**src/rtl/stdp_synapse.sv**
```systemverilog
// stdp_synapse: pair-based STDP plastic synapse.
// Tracks cycles since the last pre/post spike, adjusts a saturating weight
// on lone spikes (post-after-pre potentiates, pre-after-post depresses), and
// emits the pre-update weight as a one-cycle current pulse on each pre spike.
module stdp_synapse #(
  parameter int unsigned W_WIDTH   = 8,
  parameter int unsigned T_WIDTH   = 4,
  parameter int unsigned W_INIT    = 64,
  parameter int unsigned LTP_SHIFT = 0,
  parameter int unsigned LTD_SHIFT = 1
) (
  input  logic               clk,
  input  logic               rst_n,
  input  logic               ena,
  input  logic               pre_spike,
  input  logic               post_spike,
  input  logic               learn_en,
  input  logic               w_load,
  input  logic [W_WIDTH-1:0] w_load_val,
  output logic [W_WIDTH-1:0] weight,
  output logic [W_WIDTH-1:0] syn_out,
  output logic [T_WIDTH:0]   time_diff,
  output logic               update_flag,
  output logic               ltp
);

  // Saturated timer value doubles as "no recent spike".
  localparam logic [T_WIDTH-1:0] T_MAX   = {T_WIDTH{1'b1}};
  localparam logic [W_WIDTH-1:0] W_MAX   = {W_WIDTH{1'b1}};
  localparam logic [W_WIDTH-1:0] W_RESET = W_INIT[W_WIDTH-1:0];
  // Zero padding that widens a timer-sized dw to the W_WIDTH+1 arithmetic width.
  localparam int unsigned        PAD     = W_WIDTH + 1 - T_WIDTH;

  logic [T_WIDTH-1:0] pre_cnt;
  logic [T_WIDTH-1:0] post_cnt;
  logic [T_WIDTH-1:0] pre_cnt_nxt;
  logic [T_WIDTH-1:0] post_cnt_nxt;

  logic               ltp_evt;
  logic               ltd_evt;
  logic [T_WIDTH-1:0] ltp_mag;
  logic [T_WIDTH-1:0] ltd_mag;
  logic [T_WIDTH-1:0] ltp_dw;
  logic [T_WIDTH-1:0] ltd_dw;
  logic [W_WIDTH:0]   ltp_dw_ext;
  logic [W_WIDTH:0]   ltd_dw_ext;
  logic [W_WIDTH:0]   w_sum;
  logic [W_WIDTH:0]   w_diff;

  logic [W_WIDTH-1:0] weight_nxt;
  logic [T_WIDTH:0]   time_diff_nxt;
  logic               ltp_nxt;

  // Spike timers: a spike restarts at 0, otherwise count up and stick at T_MAX.
  always_comb begin
    pre_cnt_nxt  = pre_cnt;
    post_cnt_nxt = post_cnt;
    if (pre_spike) begin
      pre_cnt_nxt = '0;
    end else if (pre_cnt != T_MAX) begin
      pre_cnt_nxt = pre_cnt + 1'b1;
    end
    if (post_spike) begin
      post_cnt_nxt = '0;
    end else if (post_cnt != T_MAX) begin
      post_cnt_nxt = post_cnt + 1'b1;
    end
  end

  // Learning events and step sizes; simultaneous spikes and preloads suppress learning.
  always_comb begin
    ltp_evt    = learn_en & ~w_load & post_spike & ~pre_spike;
    ltd_evt    = learn_en & ~w_load & pre_spike & ~post_spike;
    ltp_mag    = T_MAX - pre_cnt;
    ltd_mag    = T_MAX - post_cnt;
    ltp_dw     = ltp_mag >> LTP_SHIFT;
    ltd_dw     = ltd_mag >> LTD_SHIFT;
    ltp_dw_ext = {{PAD{1'b0}}, ltp_dw};
    ltd_dw_ext = {{PAD{1'b0}}, ltd_dw};
    // One extra bit catches overflow (sum) and borrow (diff) for clamping.
    w_sum      = {1'b0, weight} + ltp_dw_ext;
    w_diff     = {1'b0, weight} - ltd_dw_ext;
  end

  // Next weight / timing-difference / polarity, with preload taking priority.
  always_comb begin
    weight_nxt    = weight;
    time_diff_nxt = time_diff;
    ltp_nxt       = ltp;
    if (w_load) begin
      weight_nxt = w_load_val;
    end else if (ltp_evt) begin
      weight_nxt    = w_sum[W_WIDTH] ? W_MAX : w_sum[W_WIDTH-1:0];
      time_diff_nxt = {1'b0, pre_cnt};
      ltp_nxt       = 1'b1;
    end else if (ltd_evt) begin
      weight_nxt    = w_diff[W_WIDTH] ? '0 : w_diff[W_WIDTH-1:0];
      time_diff_nxt = '0 - {1'b0, post_cnt};
      ltp_nxt       = 1'b0;
    end
  end

  // Timer registers; frozen while the synapse is disabled.
  always_ff @(posedge clk or negedge rst_n) begin
    if (!rst_n) begin
      pre_cnt  <= T_MAX;
      post_cnt <= T_MAX;
    end else if (ena) begin
      pre_cnt  <= pre_cnt_nxt;
      post_cnt <= post_cnt_nxt;
    end
  end

  // Plastic state: weight plus the record of the last learning evaluation.
  always_ff @(posedge clk or negedge rst_n) begin
    if (!rst_n) begin
      weight    <= W_RESET;
      time_diff <= '0;
      ltp       <= 1'b0;
    end else if (ena) begin
      weight    <= weight_nxt;
      time_diff <= time_diff_nxt;
      ltp       <= ltp_nxt;
    end
  end

  // Pulse outputs: current carries the pre-update weight; both drop to 0 when disabled.
  always_ff @(posedge clk or negedge rst_n) begin
    if (!rst_n) begin
      syn_out     <= '0;
      update_flag <= 1'b0;
    end else if (ena) begin
      syn_out     <= pre_spike ? weight : '0;
      update_flag <= ltp_evt | ltd_evt;
    end else begin
      syn_out     <= '0;
      update_flag <= 1'b0;
    end
  end

endmodule

```
**config.mk**
```make
export PLATFORM = sky130hd
export DESIGN_NAME = stdp_synapse
export DESIGN_NICKNAME = d
export VERILOG_FILES = /design/src/rtl/stdp_synapse.sv
export SDC_FILE = /design/constraint.sdc
export NUM_CORES = 1
export LEC_CHECK = 0
export CORE_MARGIN = 8
export CORE_UTILIZATION = 56
export DETAILED_ROUTE_END_ITERATION = 12
export PLACE_DENSITY = 0.86
export RECOVER_POWER = 25
export SLEW_MARGIN = 20
export SYNTH_ARGS = -nofsm -noshare
export SYNTH_HDL_FRONTEND = slang
export SYNTH_SLANG_ARGS = --single-unit
```
**constraint.sdc**
```tcl
create_clock -name clk -period 5.3 [get_ports clk]
set_input_delay 1.59 -clock clk [delete_from_list [all_inputs] [get_ports clk]]
set_output_delay 1.59 -clock clk [all_outputs]
set_load 0.01 [all_outputs]
```
# Word level (Yosys, flattened, before mapping)
# Cells that the tools add are included.
[op_classes] n_addsub=7 eq_ne=2 muxes=16 n_bitwise=9 n_reduce_logical=8
[ops] operator="$mux 8" count=7
[ops] operator="$mux 4" count=4
[ops] operator="$mux 5" count=2
[ops] operator="$add 8x4->9" count=1
[ops] operator="$sub 8x3->9" count=1
[ops] operator="$add 4x1->4 const B" count=2
[ops] operator="$ne 4x4->1 const B" count=2
[ops] operator="$sub 4x4->4 const A" count=2
[ops] operator="$reduce_and 2->1" count=3
[ops] operator="$reduce_bool 2->1" count=3
[ops] operator="$and 1x1->1" count=5
[ops] operator="$sub 1x4->5 const A" count=1
[ops] operator="$mux 1" count=3
[ops] operator="$not 1->1" count=3
[ops] operator="$reduce_and 3->1" count=1
[ops] operator="$reduce_bool 3->1" count=1
[ops] operator="$or 1x1->1" count=1
[totals] reg_bits=31 inputBits=15 wordCells=49

# Longest topological paths before layout
# Gate-level depths: netlist of the first run.
[logic_depth] ltp_word=7 mapped_depth=9 ltp_nobuf=9

# Least setup slack after synthesis of the first run
# No wires, ideal clock.
[synth_path] path_type="input port to flip-flop" from="in post_spike" to="reg weight[6]" setup_time_ns=0.062 arrival_ns=2.788 setup_slack_ns=2.451 cell_stages=7 cell_sequence="buf_2 > and4bb_1 > buf_6 > nor4_2 > or3b_1 > mux2_4 > nand3_2"
[synth_between] elab_chain_cells=4
[synth_rtl] element="start: declaration" line_no="16" source="input logic post_spike,"
[synth_rtl] element="$and 1x1->1 / $not 1->1 (equally long branches)" line_no="72, 73"
[synth_rtl] element="$and 1x1->1 (on tied branches)" line_no="72, 73"
[synth_rtl] element="$reduce_bool 3->1 (no source line) / $mux 8 (equally long branches)"
[synth_rtl] element="$reduce_and 2->1 (no source line) / $mux 8 (equally long branches)"
[synth_rtl] element="end signal: assignment" line_no="121" source="weight <= weight_nxt;"
[synth_rtl] element="end: declaration" line_no="20" source="output logic [W_WIDTH-1:0] weight,"
# Several ways; a longest one is shown, not always the timed one.
# A chain may end at the register's enable or synchronous reset.

# Worst setup path after layout of the first run
[layout_path] from="in pre_spike" to="reg weight[6]"
[layout_between] elab_chain_cells=4
[layout_rtl] element="start: declaration" line_no="15" source="input logic pre_spike,"
[layout_rtl] element="$and 1x1->1 / $not 1->1 (equally long branches)" line_no="73, 72"
[layout_rtl] element="$and 1x1->1 (on tied branches)" line_no="73, 72"
[layout_rtl] element="$reduce_bool 3->1 (no source line) / $mux 8 (equally long branches)"
[layout_rtl] element="$reduce_and 2->1 (no source line) / $mux 8 (equally long branches)"
# Several ways; a longest one is shown, not always the timed one.

==> metrics.cfg, run 1 <==
[timing]
hold_viol_final = 0
rsz0062_at_grt = false
finalCritPeriodShare = 0.674
tightest_slew_ns = 1.58
slew_viol_final = 32
finalSetupViolCount = 0
finalCriticalPeriod_ns = 3.57
clock.fmax_ghz = 0.280
skew_ns = 0.0216
slew_headroom = -0.0513
setup_tns_ns = 0
hold_ws_ns = 0.503

[power_and_ir_drop]
p_sw_frac = 0.355
powerDensity_mw_per_mm2 = 316
vdd_drop_max_v = 0.000152
leakagePower_uw = 0.00103
p_sw_uw = 276
power.share.clock = 0.183
power_uw = 779
p_comb_frac = 0.395
power_frac_seq = 0.422
intPower_uw = 503

[drt]
first_pass_iters = 4
postRouteAntennaNets = 0
first_iter_violations = 96
drc = 0
drt-wirelength-per-cell_um = 15.5
viasPerCell = 5.73
finalWirelength_mm = 4.71
vias = 1736

[global_route]
grt_pass1_vias = 1667
grt.overflow.total = 0
grtUsageTotal = 0.172
grt_max_degree = 32
antenna_found_initial = 0
grt_pass1_wl_mm = 8.22

[cts]
cts_buffers = 5
clock-sinks = 31
cts_root_buf = clkbuf_4
cts_tree = built
cts_resized = 0
post-cts-setup-buffers = 0
clkLatencyLatePin_ns = 0.34
cts_max_level = 2
cts_hold_buf = 0
clkSlewWorstSetupHoldPaths_ns = 0.11
cts_buffer_depth = 2

[synthesis]
synth_ff_type = dfrtp_1
syn_nets = 248
avgSynthCellArea_um2 = 9.18
yosysTopAreaCell = dfrtp_1
synth_most_common_cell = dfrtp_1
yosysWarnings = 0
synth_area_mm2 = 0.00202
synth_cells = 220
synth_top_cell_area_share = 0.273
synth_edf_count = 0
ys_seq_area_frac = 0.390
synth_area_leaders = dfrtp_1 27%, dfstp_2 12%, ha_1 6.8%
ys_ff_latch = 31
async_flop_share = 1.00
synthTopCellsByCount = 22 x dfrtp_1, 17 x a21oi_1, 17 x inv_1, 17 x nand2_1, 12 x nor2_1
synth_cell_types = 54

[run]
cap_violations = 1

[layout]
final_layout_size_suffix_gt1_frac = 0.110
fin_cells = 303
synthToLayoutAreaGrowth_pct = 22.0
fillers = 284
diodes = 0
nets = 283

[setup_path]
slowest_stage = and4bb_1
cp_data_arrival_time_ns = 3.87
path_delay_family = simple AND/OR/NAND/NOR gates
cpPeakStageDelay_ns = 0.76
timing.critical_path.buf_inv = 1
critPathKind = input pin to register
crit_fanout = 18
crit_path_end_kind = register
crit_chain = clkdlybuf4s50_1 > and4bb_1 > nor4_2 > or3b_1 > mux2_4 > nand3_2
worstSetupStartpointType = input pin
cp.required_ns = 5.59

[die]
die-area_mm2 = 0.00578
ios = 38
die_h_um = 76.1
rows = 22
initial_core_util = 0.569
die_w_um = 76.1
coreArea_mm2 = 0.00355

[min_path]
hp-class = register to register

[place]
dp.cells = 296
io_buffers = 37
hpwl_mm = 3.54
gp_congestion = 0.931

[run_status]
outcome = finished, violations left
failed_checks = capacitance limit, slew limit

==> per-layer routing <==
metal / vias up / part of all wire / global-route usage
met5: - / 0 / 0
met4: 0 / 0.011 / 0.0538
met3: 6 / 0.084 / 0.0542
met2: 67 / 0.46 / 0.260
met1: 813 / 0.45 / 0.226
li1: 850 / - / -
==> stage by stage <==
step	area [um^2]	worst slack (ns)	utilization
5_1_grt	2460	1.57	0.694
6_report	2460	1.73	0.694
2_1_floorplan	2020	2.45	-
4_1_cts	2470	1.74	0.695
3_5_place_dp	2410	1.37	0.679
3_3_place_gp	2410	1.45	0.679
==> sequential cells by signal, summed over array words and instances (netlist names) <==
name and flops:
time_diff 5, syn_out 8, pre_cnt 4, weight 8, update_flag 1, post_cnt 4, ltp 1
==> worst paths after layout <==
kind	from	to	slack [ns]	depth (start not counted)
max	pre_spike	weight[6]	1.73	6
min	pre_cnt[0]	pre_cnt[0]	0.50	2
max reg2reg	weight[0]	weight[2]	2.94	8
min reg2reg	pre_cnt[0]	pre_cnt[0]	0.50	2
max in group asynchronous	rst_n	syn_out[7]	2.20	2
min in group asynchronous	rst_n	weight[4]	2.15	2
==> final cells by class <==
type,count,area (um^2),area share
clock inverters,1,5.00,0.00203
repair buffers,40,389,0.158
multi-input cells,160,1110,0.449
flip-flops and latches,31,787,0.319
clock buffers,6,51.3,0.0208
inverters,17,63.8,0.0259
well taps,48,60.1,0.0244
==> tightest hold or removal path, stage by stage (launching register included) <==
cell,delay (ns)
dfstp_2,0.40
nand2_1,0.06
nand2_1,0.05
==> power groups by stage <==
stage / sequential, uW / clock [uW] / combinational (uW)
5_1_grt: 337 / 154 / 348
3_5_place_dp: 332 / 0 / 308
3_3_place_gp: 331 / 0 / 304
2_1_floorplan: 332 / 0 / 183
6_report: 328 / 143 / 308
4_1_cts: 328 / 144 / 310
==> cells in the final DEF (no fill, tap or decap), types with 8 or more instances in the layout <==
cell type and instances:
clkdlybuf4s50_1 36, dfrtp_1 22, inv_1 17, nand2_1 17
a21oi_1 17, nor2_1 12, ha_1 11, o21ai_0 10
and3_1 9, dfstp_2 9, nand3_1 8
==> logic make-up (layout without fill, tap and decap cells) <==
kind of cell / count (synthesis) / in the layout / share of synthesized area
compound gates: 53 / 53 / 0.169
xor+xnor: 10 / 10 / 0.0434
fa+ha+maj: 13 / 13 / 0.0880
buf+inv: 29 / 64 / 0.0620
flops: 31 / 31 / 0.390
mux: 4 / 4 / 0.0235
simple gates: 80 / 80 / 0.225
Power figures use the tool's default switching activity.
==> inputs of run 2 (changes only) <==
--- a/config.mk
+++ b/config.mk
@@ -6,9 +6,9 @@
 export NUM_CORES = 1
 export LEC_CHECK = 0
 export CORE_MARGIN = 8
-export CORE_UTILIZATION = 56
+export CORE_UTILIZATION = 47
 export DETAILED_ROUTE_END_ITERATION = 12
-export PLACE_DENSITY = 0.86
+export PLACE_DENSITY = 0.77
 export RECOVER_POWER = 25
 export SLEW_MARGIN = 20
 export SYNTH_ARGS = -nofsm -noshare
==> constraint.sdc (replaced) <==
create_clock -name clk -period 3.1 [get_ports clk]
set_input_delay 0.93 -clock clk [delete_from_list [all_inputs] [get_ports clk]]
set_output_delay 0.93 -clock clk [all_outputs]
set_load 0.01 [all_outputs]
==> run 2 against run 1 <==
The run now ends clean. Final cell count rose by 3.6%. Via count rose by 2.6%. Worst setup slack got worse by 1.1 ns. Core utilization fell by 8.5 points. Design area rose by 4.7%. Routed wire length rose by 7.1%. Combinational power rose by 76%. Sequential share of layout area fell by 1.4 points. Register-to-register slack got worse by 2.2 ns. Die area rose by 15%.
==> metrics.cfg, run 2 (synthesis gave the netlist of run 1 again) <==
[cts]
cts_resized = 0  ; unchanged
cts_tree = built
clkLatencyLatePin_ns = 0.29  ; -0.05 ns
clkSlewWorstSetupHoldPaths_ns = 0.07  ; -0.04 ns
cts_buffer_depth = 2  ; unchanged
post-cts-setup-buffers = 0  ; unchanged
cts_max_level = 2  ; unchanged
clock-sinks = 31  ; unchanged
cts_root_buf = clkbuf_8
cts_buffers = 5  ; unchanged
cts_hold_buf = 0  ; unchanged

[setup_path]
timing.critical_path.buf_inv = 3  ; +2
path_delay_family = buffers and inverters
cpPeakStageDelay_ns = 0.47  ; -0.29 ns
crit_path_end_kind = register
crit_fanout = 17  ; -1
worstSetupStartpointType = input pin
path_depth = 6  ; unchanged
r2r_cells = 8  ; unchanged
slowest_stage = clkdlybuf4s50_1
crit_chain = clkdlybuf4s50_1 > buf_4 > xnor2_1 > o21ai_1 > inv_1 > a211o_1
critPathKind = input pin to register
cp_data_arrival_time_ns = 2.64  ; -1.23 ns
cp.required_ns = 3.28  ; -2.31 ns

[drt]
viasPerCell = 5.68  ; -0.95%
postRouteAntennaNets = 0  ; unchanged
drt-wirelength-per-cell_um = 16.1  ; +3.3%
vias = 1782  ; +2.6%
first_iter_violations = 135  ; +41%
first_pass_iters = 4  ; unchanged
finalWirelength_mm = 5.04  ; +7.1%
drc = 0  ; unchanged

[timing]
hold_viol_final = 0  ; unchanged
finalCritPeriodShare = 0.793
slew_viol_final = 0  ; -100%
tightest_slew_ns = 0.512  ; -1.06 ns
finalCriticalPeriod_ns = 2.46
skew_ns = 0.00564  ; -0.0159 ns
rsz0062_at_grt = false
setup_tns_ns = 0  ; unchanged
finalSetupViolCount = 0  ; unchanged
clock.fmax_ghz = 0.407
slew_headroom = 0.656  ; +0.707

[layout]
final_core_util = 0.609  ; -0.0848
diodes = 0  ; unchanged
nets = 289  ; +2.1%
synthToLayoutAreaGrowth_pct = 27.7
fin_cells = 314  ; +3.6%
mostFrequentLayoutCell = clkdlybuf4s50_1
design_area_mm2 = 0.00258  ; +4.7%
final_layout_size_suffix_gt1_frac = 0.137  ; +0.0276
fillers = 357  ; +26%
top_regs = syn_out: 8 flops, weight: 8 flops, time_diff: 5 flops
layout_common_cells = 36 x clkdlybuf4s50_1, 22 x dfrtp_1, 17 x inv_1, 17 x nand2_1, 17 x a21oi_1

[place]
io_buffers = 37  ; unchanged
dp.cells = 306  ; +3.4%
place_area_mm2 = 0.00246  ; +2.1%
gp_congestion = 0.871  ; -6.4%
hpwl_mm = 3.71  ; +4.8%

[global_route]
grt_pass1_wl_mm = 8.66  ; +5.4%
grtUsageTotal = 0.166  ; -0.00534
grt_pass1_vias = 1764  ; +5.8%
grt.overflow.total = 0  ; unchanged
antenna_found_initial = 0  ; unchanged
grt_max_degree = 32  ; unchanged

[power_and_ir_drop]
power_frac_seq = 0.369  ; -0.053
p_comb_frac = 0.354  ; -0.041
power_uw = 1530  ; +96%
power.share.clock = 0.277  ; +0.094
powerDensity_mw_per_mm2 = 592  ; +87%
p_sw_frac = 0.331  ; -0.0235
intPower_uw = 1020  ; +100%
vdd_drop_max_v = 0.000300  ; +98%
p_sw_uw = 506  ; +83%
leakagePower_uw = 0.00109  ; +5.9%

[die]
coreArea_mm2 = 0.00423  ; +19%
ios = 38  ; unchanged
initial_core_util = 0.477  ; -0.0918
die-area_mm2 = 0.00665  ; +15%
rows = 24  ; +9.1%
die_h_um = 81.6  ; +7.2%
die_w_um = 81.6  ; +7.2%

[run]
cap_violations = 0  ; -1

[run_status]
outcome = completed

[min_path]
hp-class = register to register
holdPathStages = 2  ; unchanged

run 2: final cells by class:
cell class	instances	area, um^2	share of cell area
inverter	17	63.8	0.0247
clock inverter	2	35.0	0.0136
multi-input combinational	160	1110	0.429
tap	52	65.1	0.0252
clock buffer	6	82.6	0.0320
timing repair buffer	46	438	0.170
sequential	31	787	0.305
run 2: worst min-delay path: stages, from the launching register on:
cell	delay, ns
dfstp_2	0.40
nand2_1	0.06
nand2_1	0.05
run 2: path summary, 6_finish.rpt:
path | to | slack, ns | startpoint
max in group asynchronous | pre_cnt[1] | 1.65 | rst_n
setup reg to reg | weight[7] | 0.71 | post_cnt[1]
hold reg to reg | pre_cnt[0] | 0.51 | pre_cnt[0]
min in group asynchronous | weight[7] | 1.11 | rst_n
hold / removal | pre_cnt[0] | 0.51 | pre_cnt[0]
setup / recovery | weight[4] | 0.64 | pre_spike
run 2: through the flow:
stage	worst slack (ns)	hold slack (ns)
after floorplan	0.894	0.461
after global placement	0.328	0.486
after detailed placement	0.336	0.496
after CTS	0.636	0.508
after global routing	0.515	0.515
final	0.640	0.506
run 2: power by group through the flow:
stage               clock, uW  sequential, uW  combinational (uW)
floorplan                   0             568                 312
global placement            0             566                 528
detailed placement          0             569                 535
CTS                       425             563                 543
global route              450             577                 604
finish                    423             564                 541
run 2: per-layer routing:
layer	up-vias	GRT usage	wire [um]
met3	5	0.0339	373
met1	850	0.215	2240
met2	59	0.261	2360
met4	0	0.0786	68
met5	-	0	0
li1	868	-	-
==> inputs of run 3 (changes only) <==
==> constraint.sdc (replaced) <==
create_clock -name clk -period 2 [get_ports clk]
set_input_delay 0.6 -clock clk [delete_from_list [all_inputs] [get_ports clk]]
set_output_delay 0.6 -clock clk [all_outputs]
set_load 0.01 [all_outputs]
==> run 3 against run 2 <==
Worst setup slack worse by 0.72 ns. Sequential power grew 47%. Worst hold slack better by 0.0088 ns. Critical path type is now register to register. Final cell count up 12%. The run now ends with setup timing left. Die area is the same. Non-clock buffer count grew 38. Design area grew 16%. Flip-flop and latch count unchanged. Global-route usage rose by 1.5 points.
==> metrics.cfg, run 3 (synthesis gave the netlist of run 1 again) <==
[layout]
seqCellArea_um2 = 787  ; unchanged
nets = 327  ; +13%
synthToLayoutAreaGrowth_pct = 47.8
diodes = 0  ; unchanged
mostFrequentLayoutCell = buf_4
multiInputGateArea_mm2 = 0.00125  ; +13%
fillers = 316  ; -11%
final_layout_size_suffix_gt1_frac = 0.313  ; +0.176
top_regs = syn_out: 8 flops, weight: 8 flops, time_diff: 5 flops
layout_common_cells = 44 x buf_4, 34 x clkdlybuf4s50_1, 22 x dfrtp_1

[cts]
cts_max_level = 2  ; unchanged
cts_tree = built
cts_buffers = 5  ; unchanged
cts_root_buf = clkbuf_8
clock-sinks = 31  ; unchanged
cts_buffer_depth = 2  ; unchanged
clkSlewWorstSetupHoldPaths_ns = 0.07  ; about the same
clkLatencyLatePin_ns = 0.29  ; about the same
cts_hold_buf = 0  ; unchanged

[setup_path]
crit_fanout = 3  ; -14
reg2reg_from = pre_cnt[0]
worstSetupStartpointType = register
timing.critical_path.buf_inv = 3  ; unchanged
cp_data_arrival_time_ns = 2.32  ; -0.32 ns
path_depth = 10  ; +4
rr_endpoint = weight[6]
crit_path_end = weight[6]
crit_chain = inv_2 > ha_4 > inv_2 > fa_2 > nor2b_4 > o311a_4 > buf_6 > nand3_2 > mux2_4 > nand3_2
cpPeakStageDelay_ns = 0.54  ; +0.07 ns
crit_path_start = pre_cnt[0]
cp.required_ns = 2.23  ; -1.05 ns
path_delay_family = flip-flops
r2r_cells = 10  ; +2
slowest_stage = dfstp_2
crit_path_end_kind = register
rrSetupSlack_ns = -0.08  ; -0.79 ns
critPathKind = register to register

[drt]
first_pass_iters = 5  ; +1
vias = 2012  ; +13%
finalWirelength_mm = 6.00  ; +19%
postRouteAntennaNets = 0  ; unchanged
viasPerCell = 5.72  ; +0.72%
drt-wirelength-per-cell_um = 17.1  ; +6.2%
drc = 0  ; unchanged
first_iter_violations = 175  ; +30%

[die]
coreArea_mm2 = 0.00423  ; unchanged
die_w_um = 81.6  ; unchanged
rows = 24  ; unchanged
die-area_mm2 = 0.00665  ; unchanged
initial_core_util = 0.477  ; unchanged
ios = 38  ; unchanged
die_h_um = 81.6  ; unchanged

[timing]
clock.fmax_ghz = 0.480
finalCriticalPeriod_ns = 2.08
slew_viol_final = 0  ; unchanged
finalCritPeriodShare = 1.04
hold_viol_final = 0  ; unchanged
slew_headroom = 0.472  ; -0.184
skew_ns = 0.00743  ; +0.00179 ns
setup_slack_ns = -0.0823  ; -0.722 ns
hold_ws_ns = 0.515  ; +0.00877 ns
rsz0062_at_grt = true
tightest_slew_ns = 0.793  ; +0.281 ns
finalSetupViolCount = 6  ; +6

[global_route]
grt_pass1_vias = 1990  ; +13%
grtUsageTotal = 0.181  ; +0.0151
grt_max_degree = 32  ; unchanged
grt_pass1_wl_mm = 9.36  ; +8.0%
grt.overflow.total = 0  ; unchanged
antenna_found_initial = 0  ; unchanged

[place]
gp_congestion = 0.860  ; -1.3%
io_buffers = 37  ; unchanged
hpwl_mm = 4.20  ; +13%
post-place-ws_ns = -0.363  ; -0.699 ns

[run_status]
outcome = finished, violations left
failed_checks = setup timing

[power_and_ir_drop]
vdd_drop_max_v = 0.000319  ; +6.2%
powerDensity_mw_per_mm2 = 840  ; +42%
leakagePower_uw = 0.00130  ; +19%

[min_path]
hp-class = register to register

[run]
cap_violations = 0  ; unchanged

## run 3: worst min path at each step
stage               depth (start not counted)  startpoint         end  slack [ns]
floorplan                                   0       rst_n         ltp        0.30
global placement                            2  pre_cnt[1]  pre_cnt[1]        0.50
detailed placement                          2  pre_cnt[1]  pre_cnt[1]        0.51
CTS                                         2  pre_cnt[1]  pre_cnt[1]        0.52
global route                                2  pre_cnt[1]  pre_cnt[1]        0.54
finish                                      2  pre_cnt[1]  pre_cnt[1]        0.51
## run 3: final cells by class
type                    instances  share of cell area
flip-flops and latches         31               0.264
inverters                      17              0.0222
clock inverters                 1             0.00168
clock buffers                   7              0.0256
multi-input cells             160               0.420
repair buffers                 84               0.246
well taps                      52              0.0218
## run 3: power by group
group | switching, uW | internal [uW] | total [uW]
combinational | 575 | 622 | 1200
clock | 239 | 244 | 483
sequential | 82.6 | 744 | 827
## run 3: per-layer routing
metal,share of wire,vias to the layer above,routed length (um),track usage
met5,0,-,0,0
met4,0.027,0,162,0.0929
met3,0.090,18,538,0.0438
met2,0.48,99,2880,0.293
met1,0.40,954,2420,0.221
li1,-,941,-,-
## run 3: worst reg2reg max path: stages (launching register included)
cell and delay (ns):
dfstp_2 0.54, inv_2 0.05, ha_4 0.15, inv_2 0.05, fa_2 0.25, nor2b_4 0.07, o311a_4 0.37, buf_6 0.13
nand3_2 0.07, mux2_4 0.30, nand3_2 0.05
## run 3: stage by stage
| stage | instances | utilization | area [um^2] | total power (uW) | setup TNS (ns) |
|---|---|---|---|---|---|
| 2_1_floorplan | 220 | - | 2050 | 1380 | -0.0410 |
| 4_1_cts | 349 | 0.683 | 2890 | 2410 | -0.0805 |
| 3_5_place_dp | 338 | 0.646 | 2740 | 1870 | -3.67 |
| 6_report | 352 | 0.705 | 2990 | 2510 | -0.209 |
| 3_3_place_gp | 338 | 0.646 | 2740 | 1840 | -3.17 |
| 5_1_grt | 352 | 0.705 | 2990 | 2660 | -0.947 |
## run 3: what timing repair did
action / in CTS / in global routing
setup buffers: 3 / 3
setup endpoints to repair: 8 / 12
pin swaps: 10 / 14
gates resized for setup: 15 / 19
